<file path="config.mk">
export PLATFORM = sky130hd
export DESIGN_NAME = hazard_sequencer
export DESIGN_NICKNAME = d
export VERILOG_FILES = /design/src/rtl/hazard_sequencer.sv
export SDC_FILE = /design/constraint.sdc
export NUM_CORES = 1
export LEC_CHECK = 0
export ABC_AREA = 1
export BUFFER_PORTS_ARGS = -buffer_cell sky130_fd_sc_hd__buf_4
export CORE_MARGIN = 5
export CORE_UTILIZATION = 39
export DETAILED_ROUTE_END_ITERATION = 8
export MAX_ROUTING_LAYER = met4
export PLACE_DENSITY = 0.89
export SYNTH_ARGS = -nofsm -noshare
export SYNTH_HDL_FRONTEND = slang
export SYNTH_SLANG_ARGS = --single-unit
</file>
<file path="constraint.sdc">
create_clock -name CLK -period 2.18 [get_ports CLK]
set_clock_uncertainty 0.2 [all_clocks]
set_input_delay 0.109 -clock CLK [delete_from_list [all_inputs] [get_ports CLK]]
set_output_delay 0.109 -clock CLK [all_outputs]
set_load 0.05 [all_outputs]
</file>
<file path="src/rtl/hazard_sequencer.sv">
`default_nettype none
// ============================================================================
// Module      : hazard_sequencer
// Description : Pipeline hazard control for a 5-stage F/D/E/M/W core.
//               Produces operand-forwarding selects, load-use stalls,
//               branch/PC-write flushes, and sequences multi-cycle execute
//               operations. While a multi-cycle op runs, it holds F/D/E and
//               inserts bubbles into M.
// Revision    : 1.0 - initial release
// ============================================================================
module hazard_sequencer #(
  parameter  int MUL_CYCLES = 4,
  localparam int CW         = $clog2(MUL_CYCLES)
) (
  input  logic       CLK,
  input  logic       Reset,
  input  logic [3:0] RA1D,
  input  logic [3:0] RA2D,
  input  logic [3:0] RA1E,
  input  logic [3:0] RA2E,
  input  logic [3:0] WA3E,
  input  logic [3:0] WA3M,
  input  logic [3:0] WA3W,
  input  logic       RegWriteE,
  input  logic       RegWriteM,
  input  logic       RegWriteW,
  input  logic       MemtoRegE,
  input  logic       PCSrcD,
  input  logic       PCSrcE,
  input  logic       PCSrcM,
  input  logic       PCSrcW,
  input  logic       BranchE,
  input  logic       MulStartE,
  input  logic       CondExE,
  output logic [1:0] ForwardAE,
  output logic [1:0] ForwardBE,
  output logic       StallF,
  output logic       StallD,
  output logic       StallE,
  output logic       FlushD,
  output logic       FlushE,
  output logic       FlushM,
  output logic       BranchTakenE,
  output logic       MulBusy,
  output logic       MulDoneE
);

  typedef enum logic [0:0] {
    IDLE = 1'b0,
    BUSY = 1'b1
  } state_t;

  // The mulgo cycle itself is the first E cycle, so BUSY lasts MUL_CYCLES-1
  // cycles and the counter starts at MUL_CYCLES-2 to end on zero.
  localparam logic [CW-1:0] CNT_LOAD = CW'(MUL_CYCLES - 2);

  state_t        state;
  state_t        state_next;
  logic [CW-1:0] cnt;
  logic [CW-1:0] cnt_next;

  logic ldrstall;
  logic pcpend;
  logic mulgo;
  logic mulhold;
  logic branch_taken;

  // Predicated-off multiplies never start the sequencer; a second start is
  // ignored while BUSY so a held MulStartE cannot retrigger.
  assign mulgo        = MulStartE & CondExE & (state == IDLE);
  assign mulhold      = mulgo | ((state == BUSY) & (cnt != '0));
  assign branch_taken = BranchE & CondExE;
  assign ldrstall     = MemtoRegE & RegWriteE & ((RA1D == WA3E) | (RA2D == WA3E));
  assign pcpend       = PCSrcD | PCSrcE | PCSrcM;

  // State and occupancy counter register; reset returns to IDLE at once.
  always_ff @(posedge CLK or posedge Reset) begin
    if (Reset) begin
      state <= IDLE;
      cnt   <= '0;
    end else begin
      state <= state_next;
      cnt   <= cnt_next;
    end
  end

  // Next-state logic for the multi-cycle sequencer.
  always_comb begin
    state_next = state;
    cnt_next   = cnt;
    case (state)
      IDLE: begin
        if (mulgo) begin
          state_next = BUSY;
          cnt_next   = CNT_LOAD;
        end
      end
      BUSY: begin
        if (cnt == '0) begin
          state_next = IDLE;
        end else begin
          cnt_next = cnt - CW'(1);
        end
      end
      default: begin
        state_next = IDLE;
        cnt_next   = '0;
      end
    endcase
  end

  // Operand forwarding: the younger result in M wins over the one in W.
  always_comb begin
    ForwardAE = 2'b00;
    ForwardBE = 2'b00;
    if (RegWriteM && (RA1E == WA3M))      ForwardAE = 2'b10;
    else if (RegWriteW && (RA1E == WA3W)) ForwardAE = 2'b01;
    if (RegWriteM && (RA2E == WA3M))      ForwardBE = 2'b10;
    else if (RegWriteW && (RA2E == WA3W)) ForwardBE = 2'b01;
  end

  // Stall/flush outputs; a multiply hold suppresses the load-use bubble so
  // the load-use check is re-evaluated after the hold releases.
  always_comb begin
    StallF       = ldrstall | pcpend | mulhold;
    StallD       = ldrstall | mulhold;
    StallE       = mulhold;
    FlushD       = pcpend | PCSrcW | branch_taken;
    FlushE       = (ldrstall | branch_taken) & ~mulhold;
    FlushM       = mulhold;
    BranchTakenE = branch_taken;
    MulBusy      = (state == BUSY);
    MulDoneE     = (state == BUSY) & (cnt == '0);
  end

endmodule
`default_nettype wire

</file>
==> run metrics <==
Net Sw Frac 0.546; Period minus WS final 1.82 ns; pin count of the biggest net entering global routing 8; Internal 353 uW; Synth top area share 0.248; Worst Hold Launch MulStartE; CTS Hold Buffers Added 1; Synth Area in Simple Gates 0.402; largest family of logic cells by synthesized area simple AND/OR/NAND/NOR gates; Max FO, Critical Path 7; grt total ovfl 0; Slew Viols, Final 0; crit end category output pin; clock network fraction of total power 0.130; hold path cells 3; Num Clock Sinks 3; Syn Inst Count 115; Rel. slew slack 0.796; CTS max path bufs 2; All-Layer GR Usage 0.153; Post-CTS Resized 0; total of max-cap violations 0; vias in the first global route 771; PortBufs 53; TritonCTS clock tree built; Mapped Nets 157; clk slew on worst S/H paths 0.04 ns; mapped cell area 604 sq um; later-pin clock latency in the skew report 0.24 ns; Antenna diodes 0; RSZ-0062 raised after global routing false; Fmax 548 MHz; Hold EP MulBusy$_DFF_PP0_; Synth Warn # 0; FF+latch count, synth 3; vias 858; Final Net Count 215; Final Util 0.709; total routed wirelength 1.83 mm; post-route ant nets 0; combinational power share 0.739; R2R cell count 7; Startpoint Class flop; Avg Cell Area, Syn 5.26 sq um; Die H 49.4 um; area leader, netlist nand2_1; setup violators final 0; Final HPWL DP 1.63 mm; DR pass1 iterations 4; HP Class in -> reg; Core Rows 14; Seq/Total Area, Yosys 0.124; CTS Buf Count 3; Post-CTS Setup Repair Bufs 0; Reg2Reg Setup Slack 0.78 ns; wire length per cell 9.72 um; I/O Pins 54; CP required 1.87 ns; Synth Area in Adders 0.0207; final hold vios 0; largest cells by area after synthesis nand2_1, inv_1, dfrtp_1; multi-input logic area 418 sq um; crit path DAT 1.51 ns; post-synthesis compound-gate area fraction 0.145; status complete, no violations; share of layout cells above drive strength 1 0.355; vias per inst 4.56; initial core utilization 0.406; Layout fillers 127; initial antenna violation count 0; die area 2440 sq um; DRC violations left 0; Distinct cells, synth 22; mux contribution to synthesized area 0; fin crit share 0.836; Die Wd 49.4 um; xor-xnor portion of the synthesized cell area 0.116; routability cong. 0.740; H-tree levels 1; Critical R2R Capture cnt[1]$_DFFE_PP0P_; P&R area growth vs syn 74.7%; worst-margin pin slew 0.304 ns; power per cell area 736 nW/um^2; sequential power share 0.131; Starting DRT DRC Count 9; Max IR drop VDD 0.462 mV; Leak 0.000665 uW; switching power total 424 uW; core area 1490 sq um; FF+latch area 75.1 sq um; Root Buffer clkbuf_4; first-pass GRT wire length 2.99 mm; R2R Path Start cnt[0]$_DFFE_PP0P_; post-route setup TNS 0 ns; critical setup path kind reg -> out
[per-stage QoR]
stage / cell area (sq um) / setup WS (ns) / hold slack, ns / total power, uW / std cells
detailed placement: 1020 / 0.592 / -0.212 / 681 / 183
finish: 1060 / 0.357 / 0.0147 / 777 / 188
global placement: 1020 / 0.667 / -0.213 / 662 / 183
floorplan: 609 / -0.0203 / -0.337 / 501 / 115
global route: 1060 / 0.230 / 0.0244 / 830 / 188
CTS: 1060 / 0.341 / 0.0186 / 784 / 188
[cell families (layout without fill, tap and decap cells)]
group	after synthesis	in the layout
and+or+nand+nor	61	61
buffers and inverters	30	87
AOI/OAI and AO/OA	12	12
xor gates and xnor gates	8	8
DFF	3	3
adders and majority gates	1	1
[power groups by stage]
stage,clock network (uW),logic [uW],registers (uW)
6_report,101,574,102
5_1_grt,113,613,105
4_1_cts,102,580,102
3_5_place_dp,0,578,103
3_3_place_gp,0,561,101
2_1_floorplan,0,369,132
[synthesized netlist by cell type]
master,n
a21boi_0,1
a21oi_1,1
a21oi_2,1
a21oi_4,1
a31oi_1,1
buf_4,1
dfrtp_1,3
ha_1,1
inv_1,29
nand2_1,40
nand2_2,1
nand3_1,4
nand4_1,1
nor2_1,13
nor3_1,1
o2111ai_1,1
o21ai_0,4
o221ai_1,1
o22ai_1,1
or2_2,1
xnor2_1,7
xor2_1,1
[routing by layer]
| metal | wire length, um | up-vias | GRT usage |
|---|---|---|---|
| met5 | 0 | - | - |
| met4 | 9 | 0 | 0.0404 |
| met3 | 217 | 3 | 0.0489 |
| met2 | 848 | 47 | 0.253 |
| met1 | 751 | 352 | 0.175 |
| li1 | - | 456 | - |
[worst max-delay path, stage by stage (launching register included)]
cell     delay, ns
dfrtp_1       0.31
inv_1         0.06
ha_1          0.20
nand2_1       0.06
inv_1         0.06
a21oi_4       0.21
inv_1         0.10
nand2_1       0.08
buf_4         0.19
[cell type report]
type,instances,area share
well taps,16,0.0190
inverters,29,0.103
flip-flops and latches,3,0.0711
clock buffers,4,0.0249
repair buffers,54,0.386
multi-input cells,82,0.396
[flip-flops by register name, indices dropped and copies added (netlist names)]
name / cells
cnt: 2
MulBusy: 1
[worst max path at each step]
stage | startpoint | endpoint | cells after the start
3_5_place_dp | cnt[0]$_DFFE_PP0P_ | StallF | 8
2_1_floorplan | MulBusy$_DFF_PP0_ | StallD | 5
3_3_place_gp | cnt[0]$_DFFE_PP0P_ | StallF | 8
6_report | cnt[0]$_DFFE_PP0P_ | StallD | 8
4_1_cts | cnt[1]$_DFFE_PP0P_ | StallF | 8
5_1_grt | cnt[1]$_DFFE_PP0P_ | StallD | 8
[cell usage in the layout, fill, tap and decap left out, drive strengths merged]
| cell type | Yosys | final |
|---|---|---|
| a21boi | 1 | 1 |
| a21oi | 3 | 3 |
| a31oi | 1 | 1 |
| buf | 1 | 53 |
| clkbuf | 0 | 4 |
| dfrtp | 3 | 3 |
| dlygate4sd3 | 0 | 1 |
| ha | 1 | 1 |
| inv | 29 | 29 |
| nand2 | 41 | 41 |
| nand3 | 4 | 4 |
| nand4 | 1 | 1 |
| nor2 | 13 | 13 |
| nor3 | 1 | 1 |
| o2111ai | 1 | 1 |
| o21ai | 4 | 4 |
| o221ai | 1 | 1 |
| o22ai | 1 | 1 |
| or2 | 1 | 1 |
| xnor2 | 7 | 7 |
| xor2 | 1 | 1 |
Power figures use the tool's default switching activity.
